[src/rtl/bcd_updown_counter_if.sv]
// Control and status bundle for the cascaded BCD up/down counter.
// Latency: n/a (wires only).
// Backpressure: none; en qualifies each count step, there is no ready.
interface bcd_updown_counter_if #(
  parameter int DIGITS = 4
);
  logic                  en;
  logic                  up;
  logic                  load;
  logic [4*DIGITS-1:0]   load_val;
  logic [4*DIGITS-1:0]   count;
  logic                  tc;
  logic                  load_err;

  // Controller side drives the request, observes the count.
  modport master (
    output en, up, load, load_val,
    input  count, tc, load_err
  );

  // Counter side.
  modport slave (
    input  en, up, load, load_val,
    output count, tc, load_err
  );
endinterface

[src/rtl/bcd_updown_counter.sv]
// Cascaded BCD up/down counter with parallel load, wrap or saturate at the limits.
// Latency: one clk edge from en/load to count; tc and load_err are one-cycle registered pulses.
// Backpressure: none; the counter accepts a step or load on every edge.
module bcd_updown_counter #(
  parameter int DIGITS   = 4,     // legal range 1..8
  parameter bit SATURATE = 1'b0   // 0: wrap at the limits, 1: hold at the limits
) (
  input  logic                  clk,
  input  logic                  reset,
  bcd_updown_counter_if.slave   bus
);

  localparam int W = 4 * DIGITS;

  logic [W-1:0] count_q;
  logic         tc_q;
  logic         load_err_q;

  logic [W-1:0] step_val;   // count after one up/down step, wrapped
  logic         chain;      // carry/borrow propagating through the digits
  logic         at_limit;   // every digit is 9 (up) or 0 (down)
  logic         load_ok;    // every load nibble is a valid BCD digit

  // Reject a load if any nibble is outside 0..9.
  always_comb begin
    load_ok = 1'b1;
    for (int i = 0; i < DIGITS; i++) begin
      if (bus.load_val[4*i +: 4] > 4'd9) begin
        load_ok = 1'b0;
      end
    end
  end

  // Single-edge carry/borrow chain: a digit steps only when all lower digits sit at the limit.
  always_comb begin
    step_val = count_q;
    chain    = 1'b1;
    for (int i = 0; i < DIGITS; i++) begin
      if (chain) begin
        if (bus.up) begin
          step_val[4*i +: 4] = (count_q[4*i +: 4] == 4'd9) ? 4'd0 : count_q[4*i +: 4] + 4'd1;
        end else begin
          step_val[4*i +: 4] = (count_q[4*i +: 4] == 4'd0) ? 4'd9 : count_q[4*i +: 4] - 4'd1;
        end
      end
      chain = chain & (bus.up ? (count_q[4*i +: 4] == 4'd9) : (count_q[4*i +: 4] == 4'd0));
    end
    at_limit = chain;
  end

  // State update: reset, then load, then count, else hold; pulses default low each edge.
  always_ff @(posedge clk or posedge reset) begin
    if (reset) begin
      count_q    <= '0;
      tc_q       <= 1'b0;
      load_err_q <= 1'b0;
    end else begin
      tc_q       <= 1'b0;
      load_err_q <= 1'b0;
      if (bus.load) begin
        // A bad load leaves the count alone and the step request is dropped.
        if (load_ok) begin
          count_q <= bus.load_val;
        end else begin
          load_err_q <= 1'b1;
        end
      end else if (bus.en) begin
        tc_q <= at_limit;
        if (!(at_limit && SATURATE)) begin
          count_q <= step_val;
        end
      end
    end
  end

  assign bus.count    = count_q;
  assign bus.tc       = tc_q;
  assign bus.load_err = load_err_q;

endmodule

[src/flat_wrapper.sv]
// flat-port wrapper written by rule: the top's interface ports become plain ports
module bcd_updown_counter_flat 
#(
  parameter int DIGITS   = 4,                        
  parameter bit SATURATE = 1'b0                                                  
)
  (clk, reset, bus_en, bus_up, bus_load, bus_load_val, bus_count, bus_tc, bus_load_err);
  bcd_updown_counter_if #(.DIGITS(DIGITS)) bus_i ();
  input  logic clk;
  input  logic reset;
  input wire logic [$bits(bus_i.en)-1:0] bus_en;
  input wire logic [$bits(bus_i.up)-1:0] bus_up;
  input wire logic [$bits(bus_i.load)-1:0] bus_load;
  input wire logic [$bits(bus_i.load_val)-1:0] bus_load_val;
  output wire logic [$bits(bus_i.count)-1:0] bus_count;
  output wire logic [$bits(bus_i.tc)-1:0] bus_tc;
  output wire logic [$bits(bus_i.load_err)-1:0] bus_load_err;
  assign bus_i.en = bus_en;
  assign bus_i.up = bus_up;
  assign bus_i.load = bus_load;
  assign bus_i.load_val = bus_load_val;
  assign bus_count = bus_i.count;
  assign bus_tc = bus_i.tc;
  assign bus_load_err = bus_i.load_err;
  bcd_updown_counter #(.DIGITS(DIGITS), .SATURATE(SATURATE)) u_core (.clk(clk), .reset(reset), .bus(bus_i));
endmodule
[config.mk]
export PLATFORM = sky130hd
export DESIGN_NAME = bcd_updown_counter_flat
export DESIGN_NICKNAME = d
export VERILOG_FILES = /design/src/rtl/bcd_updown_counter_if.sv /design/src/rtl/bcd_updown_counter.sv /design/src/flat_wrapper.sv
export SDC_FILE = /design/constraint.sdc
export NUM_CORES = 1
export LEC_CHECK = 0
export CORE_MARGIN = 10
export CORE_UTILIZATION = 35
export DETAILED_ROUTE_END_ITERATION = 10
export PLACE_DENSITY = 0.58
export SLEW_MARGIN = 5
export SYNTH_ARGS = -nofsm -noshare
export SYNTH_HDL_FRONTEND = slang
export SYNTH_SLANG_ARGS = --single-unit
[constraint.sdc]
create_clock -name clk -period 4.9 [get_ports clk]
set_input_delay 0.98 -clock clk [delete_from_list [all_inputs] [get_ports clk]]
set_output_delay 0.98 -clock clk [all_outputs]
set_load 0.05 [all_outputs]
After elaboration in Yosys (flattened, before gate mapping)
Index checks and enable logic that the tools add are counted.
- add/subtract/negate cells: 8
- order comparisons: 4
- equality and inequality tests: 5
- mux-type cells: 30
- bitwise gates (word level): 3
- reduce and logical (&&, ||, !) cells: 12
- operators by type and width (operator ; count):
    $mux W4 ; 15
    $mux W16 ; 3
    $add A4 B1 Y4 const B ; 4
    $eq A4 B4 Y1 const B ; 4
    $gt A4 B4 Y1 const B ; 4
    $logic_not A4 Y1 ; 4
    $sub A4 B1 Y4 const B ; 4
    $mux W1 ; 12
    $reduce_and A3 Y1 ; 3
    $reduce_bool A2 Y1 ; 4
    $and A1 B1 Y1 ; 3
    $ne A2 B1 Y1 const B ; 1
    $reduce_and A2 Y1 ; 1
- flip-flop bits (word level): 18
- bits of input ports: 21
- output and inout port bits: 18
- word-level logic and storage cells: 68

Depth between registers and ports, before layout
- word-level depth: 7
- depth in mapped cells: 7
- gate-level depth less buffers: 5

Worst setup path before layout
Ideal clock, no wire load.
- path kind: input to register
- start point: in bus_load
- end point: reg u_core.count_q[3], in the netlist u_core.bus.count[3]
- setup time: 0.126 ns
- data arrival time: 2.068 ns
- data required time: 4.774 ns
- path slack: 2.706 ns
- cell stages on the path: 5
- buffers on the path: 0
- cells stage by stage: nor4b_4 nand3_2 nor4b_4 nor2_1 a311o_1
- cells in the longest elaborated chain, start to end: 2
- elaborated cells between the ends (all ways): 4
- those cells by class: eq/ne: 1; mux: 1; reduce/logical: 2
- RTL lines (element ; RTL line ; text):
    from (decl) ; flat_wrapper.sv:13 ; input wire logic [$bits(bus_i.load)-1:0] bus_load;
    $ne A2 B1 Y1 (no source line) or $reduce_bool A2 Y1 (tied branches) ; n/a ;
    $reduce_and A2 Y1 (no source line) ; n/a ;
    to (signal assigned) ; bcd_updown_counter.sv:63 ; count_q <= bus.load_val;
    to (signal assigned) ; bcd_updown_counter.sv:70 ; count_q <= step_val;
    to (decl) ; bcd_updown_counter.sv:15 ; logic [W-1:0] count_q;
Several ways; a longest one is shown, not always the timed one.
A chain may end at the register's enable or synchronous reset.

Worst setup path in the final report
- start point: in bus_up
- end point: reg u_core.count_q[3], in the netlist u_core.bus.count[3]
- cells in the longest elaborated chain, start to end: 3
- RTL lines (element ; RTL line ; text):
    from (decl) ; flat_wrapper.sv:12 ; input wire logic [$bits(bus_i.up)-1:0] bus_up;
    $mux W4 ; bcd_updown_counter.sv:40 ; if (bus.up) begin
    $mux W16 ; bcd_updown_counter.sv:67 ; end else if (bus.en) begin
    $mux W16 ; bcd_updown_counter.sv:60 ; if (bus.load) begin
No other way between the ends. The select of a mux whose other input is x is not followed.

==> impl_metrics.csv <==
group,metric,value,unit
worst_setup_path,crit_chain,"clkdlybuf4s50_1 -> or2_1 -> o21ai_0 -> nor4b_4 -> nor2_1 -> a311o_1",
routing,viasPerCell,5.78,
layout,nets,252,
synthesis,yosysMostFrequentCell,"nor2_1",
synthesis,ys.flop_type,"dfrtp_1",
clock_tree,clock-root-buffer,"clkbuf_8",
routing,num_vias,1625,
die,die_h,88.5,um
clock_tree,cts_hold_buf,0,
synthesis,synthTopCellsByArea,"dfrtp_1, nor2_1, o21ai_0",
global_route,grtUsageTotal,0.127,
flow_run,cap_violations,0,
clock_tree,clk_pin_slew,0.07,ns
layout,fillers,453,
status,status,"complete, no violations",
clock_tree,clkSinkCount,18,
clock_tree,cts_buffers,3,
die,rows,24,
worst_setup_path,worst_path_max_delay_cell,"clkdlybuf4s50_1",
global_route,grt_pass1_wl,8080,um
layout,drive_above_1_share,0.0917,
sta,post-route-min-period,3.29,ns
routing,ant_nets,0,
placement,dpl.hpwl,3430,um
sta,finalSetupViolations,0,
sta,fin_crit_sh,0.671,
routing,first_pass_iters,4,
global_route,antenna_found_initial,0,
clock_tree,worst_skew_pair.late_latency,0.26,ns
synthesis,synth_cells,207,
layout,diodes,0,
synthesis,synth-seq-cells,18,
worst_setup_path,crit_path_start_kind,"input pin",
clock_tree,cts_resized,0,
synthesis,syn_area,0.00164,mm^2
sta,whs,0.661,ns
power,p_per_area,359,mW/mm^2
sta,finalHoldViolCount,0,
worst_setup_path,critPathRequiredTime,5.04,ns
worst_setup_path,cp-end-kind,"flip-flop",
synthesis,syn-mean-instance-area,7.94,um^2
die,die-area,0.00784,mm^2
layout,layoutNonFillerInstCount,281,
synthesis,yosysTopAreaCell,"dfrtp_1",
placement,placed_cells,278,
power,p_leak,0.770,nW
sta,grt_setup_unrepaired,"false",
synthesis,ys_seq_area_frac,0.274,
synthesis,synth_cell_types,50,
routing,wirelength,4710,um
worst_hold_path,hold_path.class,"reg2reg",
routing,drc_errors,0,
sta,slew_violations,0,
synthesis,synth-edff-count,0,
die,coreArea,0.00444,mm^2
global_route,grt_max_degree,21,
clock_tree,post_cts_buffers,0,
clock_tree,cts_tree,"yes",
sta,worstMarginPinSlew,0.741,ns
worst_setup_path,crit_fanout,20,
die,ios,39,
sta,setup_tns,0,ns
die,die-width,88.5,um
sta,worst_slack,1.61,ns
power,ir_worst_vdd,0.156,mV
worst_setup_path,cp_data_arrival_time,3.43,ns
synthesis,async_flop_share,1.00,
sta,fmax,304,MHz
worst_hold_path,worstHoldStart,"u_core.bus.count[14]",
routing,drtIter0Drc,47,
placement,io_buffer_count,38,
clock_tree,htreeDepth,1,
global_route,grt_pass1_vias,1592,
placement,dp_slack,1.33,ns
layout,area_growth,24.3,%
worst_setup_path,criticalPathCategory,"in2reg",
worst_setup_path,cpPeakStageDelay,0.77,ns
synthesis,netlist_top_cells_count,"nor2_1, dfrtp_1, o21ai_0, clkbuf_1, nor3_1",
synthesis,synth_top_area_share,0.274,
routing,wl_per_cell,16.8,um
worst_setup_path,crit_start,"bus_up",
synthesis,yosys_warnings,0,
sta,slew_headroom,0.506,
die,floorplan.initialDensity,0.370,
worst_setup_path,reg2reg_from,"u_core.bus.count[1]",
placement,gp_congestion,0.782,
sta,skew,0.00646,ns
synthesis,synthesis.nets,228,
global_route,grt_overflow,0,
layout,utilization,0.460,
clock_tree,max-clock-path-buffers,2,
state kept, by name (all words and copies together) (netlist names):
signal               cells
u_core.bus.load_err      1
u_core.bus.tc            1
u_core.bus.count        16
path summary, 6_finish.rpt:
kind | end | slack (ns) | depth (start not counted)
setup / recovery | u_core.bus.count[3] | 1.61 | 6
hold / removal | u_core.bus.tc | 0.66 | 1
setup reg to reg | u_core.bus.count[3] | 2.62 | 5
hold reg to reg | u_core.bus.tc | 0.66 | 1
max in group asynchronous | u_core.bus.count[2] | 3.28 | 2
min in group asynchronous | u_core.bus.tc | 1.14 | 2
layer usage:
metal	wire length, um	vias up	track usage
met4	62	0	0.0396
met1	2230	778	0.170
li1	-	810	-
met5	0	-	0
met3	228	5	0.0248
met2	2190	32	0.198
cells by family (layout without fill, tap and decap cells):
| family | count (synthesis) | in the layout | share of synthesized area |
|---|---|---|---|
| and+or+nand+nor | 84 | 84 | 0.297 |
| xor gates and xnor gates | 5 | 5 | 0.0266 |
| DFF | 18 | 18 | 0.274 |
| buffers and inverters | 28 | 50 | 0.0784 |
| AOI/OAI and AO/OA | 66 | 66 | 0.288 |
| muxes | 6 | 6 | 0.0365 |
placed cells by master (no fill, tap or decap), drive strengths merged, types with 4 or more instances in the layout:
| cell type | instances |
|---|---|
| a211oi | 5 |
| dfrtp | 18 |
| and3 | 6 |
| inv | 6 |
| nor2 | 26 |
| a21oi | 11 |
| clkdlybuf4s50 | 38 |
| nand2 | 11 |
| nand3 | 9 |
| nor3 | 15 |
| mux2i | 6 |
| o221a | 4 |
| o21ai | 20 |
critical path, delay by kind of cell:
family / cells / cell delay [ns]
and+or+nand+nor: 3 / 1.14
AOI/OAI and AO/OA: 2 / 0.54
buffers and inverters: 1 / 0.77
area by class of cell:
type                            instances  area, um^2  share of cell area
Multi-Input combinational cell        161        1060               0.521
Timing Repair Buffer                   40         395               0.194
Sequential cell                        18         450               0.220
Clock buffer                            3        41.3              0.0202
Inverter                                7        26.3              0.0129
Tap cell                               52        65.1              0.0318
power by group:
part,internal [mW],leakage [nW],switching (mW)
Clock,0.0547,0.0216,0.0520
Combinational,0.153,0.532,0.207
Sequential,0.176,0.217,0.0897
metrics by stage:
stage | total power, mW | instance area [um^2]
2_1_floorplan | 0.524 | 1640
3_3_place_gp | 0.627 | 2000
3_5_place_dp | 0.629 | 2000
4_1_cts | 0.737 | 2040
5_1_grt | 0.787 | 2040
6_report | 0.733 | 2040
No activity file was read; power rests on OpenSTA's default activity.
==> edit 1: new RTL, same settings <==
`DIGITS` is set to 4 in 3 places; all go to 5.
--- a/src/rtl/bcd_updown_counter_if.sv
+++ b/src/rtl/bcd_updown_counter_if.sv
@@ -2,7 +2,7 @@
 // Latency: n/a (wires only).
 // Backpressure: none; en qualifies each count step, there is no ready.
 interface bcd_updown_counter_if #(
-  parameter int DIGITS = 4
+  parameter int DIGITS = 5
 );
   logic                  en;
   logic                  up;
--- a/src/rtl/bcd_updown_counter.sv
+++ b/src/rtl/bcd_updown_counter.sv
@@ -2,7 +2,7 @@
 // Latency: one clk edge from en/load to count; tc and load_err are one-cycle registered pulses.
 // Backpressure: none; the counter accepts a step or load on every edge.
 module bcd_updown_counter #(
-  parameter int DIGITS   = 4,     // legal range 1..8
+  parameter int DIGITS   = 5,     // legal range 1..8
   parameter bit SATURATE = 1'b0   // 0: wrap at the limits, 1: hold at the limits
 ) (
   input  logic                  clk,
--- a/src/flat_wrapper.sv
+++ b/src/flat_wrapper.sv
@@ -1,7 +1,7 @@
 // flat-port wrapper written by rule: the top's interface ports become plain ports
 module bcd_updown_counter_flat 
 #(
-  parameter int DIGITS   = 4,                        
+  parameter int DIGITS   = 5,                        
   parameter bit SATURATE = 1'b0                                                  
 )
   (clk, reset, bus_en, bus_up, bus_load, bus_load_val, bus_count, bus_tc, bus_load_err);
Ports: changed (resized bus_count and bus_load_val); port bits go from 39 to 47. The function was not compared with the original's and may differ.
==> edit 1 against the unedited design <==
Clock skew fell by 2.5 ps; power increased by 41%; worst setup slack got worse by 5.0 ps; critical path type unchanged; area after synthesis rose by 23%; maximum frequency shrank 0.15%; cell area up 23%; sequential cell count is 4 higher; wire length up 25%.
==> edit 1: results (changes against the unedited design) <==
The number of global-route vias before repair is 1933 (+21%). The number of nets in the synthesized netlist is 284 (+25%). The leakage power figure came out at 0.958 nW (+24%). The portion of total power attributed to the clock network is 0.132 (-0.014). The post-place setup slack came out at 1330 ps (-3.81 ps). The HPWL reported at the end of detailed placement came out at 4230 µm (+23%). The global-route track usage on met2 came out at 0.199 (+0.000732). The flow ran to the end, and the final reports show no timing, DRC or antenna violations.

The clock network power is 0.136 mW (+27%). The area of placed instances came out at 0.00246 mm² (+23%). The critical path starts at bus_load. The total number of vias came out at 2067 (+27%). The delay contributed by the slowest stage of the critical path came to 820 ps (+50 ps). The clock skew came out at 3.97 ps (-2.49 ps).

The fraction of layout cells with a size suffix above 1 came to 0.0707 (-0.0210). The post-layout minimum cycle time is 3290 ps (+5.01 ps). The largest net degree at the start of global routing is 48 (+130%). The all-layer global routing usage is 0.128 (+0.00109). The power in sequential cells was 0.354 mW (+33%).

The net total in the final layout came out at 309 (+23%). The worst register-to-register path begins at u_core.bus.count[4]$_DFFE_PP0P_. The wire length per cell is 16.6 µm (-1.2%).

The first-pass GRT wire length is 9620 µm (+19%). The hold slack is 661 ps (-0.0350 ps). The count of distinct cell types in the synthesized netlist came out at 60 (+20%). By count the netlist is led by dfrtp_1 (22), o21ai_0 (20), clkbuf_1 (19), nand2_1 (19), nand3_1 (18).
==> edit 1: cell count changes after synthesis, moves of 5 or more <==
cell,change
nand2_1,+8
o21ai_0,+5
or3_1,+6
clkbuf_1,+7
xnor2_1,+6
nor2_1,-8
nand3_1,+10
o211ai_1,+5
nor3_1,-5
==> edit 1: area by class of cell <==
class / instances / area, µm² / share of cell area
multi-input combinational: 200 / 1320 / 0.523
timing repair buffer: 47 / 468 / 0.186
tap: 72 / 90.1 / 0.0357
clock buffer: 4 / 55.1 / 0.0218
inverter: 10 / 37.5 / 0.0149
sequential: 22 / 551 / 0.218
==> edit 1: cells by family after synthesis <==
kind of cell           after synthesis  share of synthesized area
multiplexers                        11                     0.0562
AND/OR/NAND/NOR                     92                      0.240
flip-flops                          22                      0.272
XOR/XNOR                            10                     0.0432
buffers and inverters               37                     0.0778
AO/OA/AOI/OAI                       87                      0.311
==> edit 2: new RTL, same settings <==
Without the edit above. Make the reset (`reset`) synchronous in one clocked block.
--- a/src/rtl/bcd_updown_counter.sv
+++ b/src/rtl/bcd_updown_counter.sv
@@ -49,7 +49,7 @@
   end
 
   // State update: reset, then load, then count, else hold; pulses default low each edge.
-  always_ff @(posedge clk or posedge reset) begin
+  always_ff @(posedge clk) begin
     if (reset) begin
       count_q    <= '0;
       tc_q       <= 1'b0;
Check against the original RTL: differs if reset is asserted again (counterexample within 4 cycles, from zero or initial values and one cycle with reset high); with reset held inactive, the same outputs for 10 cycles.
==> edit 2 against the unedited design <==
Worst setup slack improved by 140 ps; cell area increased by 0.37%; area after synthesis increased by 1.4%; utilization decreased by 2.0 points; sequential cell count unchanged; via count increased by 0.37%; maximum frequency increased by 4.6%; wire length decreased by 7.7%; global-route usage decreased by 1.6 points; count of clock-buffer cells in the layout increased by 1.
Power is not compared: it rests on default switching activity, and its combinational part moved more than twofold at a synthesized area within 25%.
==> edit 2: results (changes against the unedited design) <==
The clock skew was 3.46 ps (-3.00 ps). The final weighted congestion in routability-driven placement came out at 0.770 (-1.5%). The highest net fanout along the worst path came out at 36 (+80%). The most used flip-flop cell after synthesis is dfxtp_1. The delay contributed by the slowest stage of the critical path is 1250 ps (+480 ps). The data arrival time of the worst path is 3260 ps (-170 ps). The post-route met1 wirelength was 2000 µm (-10%). The total number of vias came out at 1631 (+0.37%). Following the worst setup path forward leads to its endpoint at u_core.bus.count[8]$_SDFFE_PP0P_.

The largest delay contributor family on the critical path is buffers and inverters. The largest net degree at the start of global routing came out at 37 (+76%). The post-layout minimum cycle time is 3150 ps (-145 ps). The number of global-route vias before repair came to 1542 (-3.1%). The HPWL reported at the end of detailed placement came to 3250 µm (-5.3%).

In this run the critical register-to-register path is launched from u_core.bus.count[0]$_SDFFE_PP0P_. The fraction of met3 tracks used by global routing came out at 0.0264 (+0.00162). The detailed-routed wire length on met3 came to 216 µm (-5.3%).

The fill cell instance count of the final layout came out at 487 (+7.5%). The transition time of the tightest slew-check pin is 1170 ps (+432 ps). The number of nets in the synthesized netlist came out at 229 (+0.44%). By area the synthesized netlist is led by dfxtp_1 (22%), o21ai_0 (4.8%), buf_6 (4.1%). The global-route track usage on met2 was 0.188 (-0.0101). The fraction of layout cells with a size suffix above 1 is 0.133 (+0.0413). The post-place setup slack came out at 1470 ps (+138 ps).

The net total in the final layout came out at 255 (+1.2%). The share of async-settable or async-resettable flops after synthesis is 0 (-1.00). The number of warning messages in the yosys log came out at 0 (unchanged). The post-CTS setup buffer count came out at 0 (unchanged).

The setup slack of the most critical reg-to-reg path is 3210 ps (+590 ps). The flow ran to the end, and the final reports show no timing, DRC or antenna violations. The number of DRC markers after the initial detailed-route iteration came out at 67 (+43%).

In the synthesized netlist, the cells that appear most often are dfxtp_1 (18), o21ai_0 (16), nand2_1 (15). The met2 wirelength from detailed routing came out at 2070 µm (-5.6%). The final routed wirelength across all metal layers came to 4350 µm (-7.7%). For hold timing, the worst endpoint is u_core.bus.count[13]$_SDFFE_PP0P_.
-- edit 2: cell count changes after synthesis, moves of 5 or more --
cell,change
dfrtp_1,-18
dfxtp_1,+18
nor2_1,-12
clkbuf_1,-8
nor3_1,-6
inv_1,+5
-- edit 2: through the flow --
step | instance area, µm² | std cells | hold WS (ps)
finish | 2050 | 287 | 586
global route | 2050 | 287 | 672
CTS | 2050 | 287 | 590
detailed placement | 2000 | 283 | 577
global placement | 2000 | 283 | 590
floorplan | 1670 | 208 | 778
-- edit 2: cell families (layout without fill, tap and decap cells) --
kind of cell,Yosys count,count (layout),synth area share
simple gates,81,81,0.302
buf+inv,29,54,0.101
xor+xnor,4,4,0.0210
compound gates,73,73,0.342
flops,18,18,0.216
mux,3,3,0.0180
-- edit 2: final cells by class --
type                    instances  area [µm²]  share of cell area
well taps                      54        67.6              0.0329
multi-input cells             161        1140               0.555
flip-flops and latches         18         360               0.176
clock buffers                   4        55.1              0.0268
repair buffers                 39         388               0.189
inverters                      11        41.3              0.0201
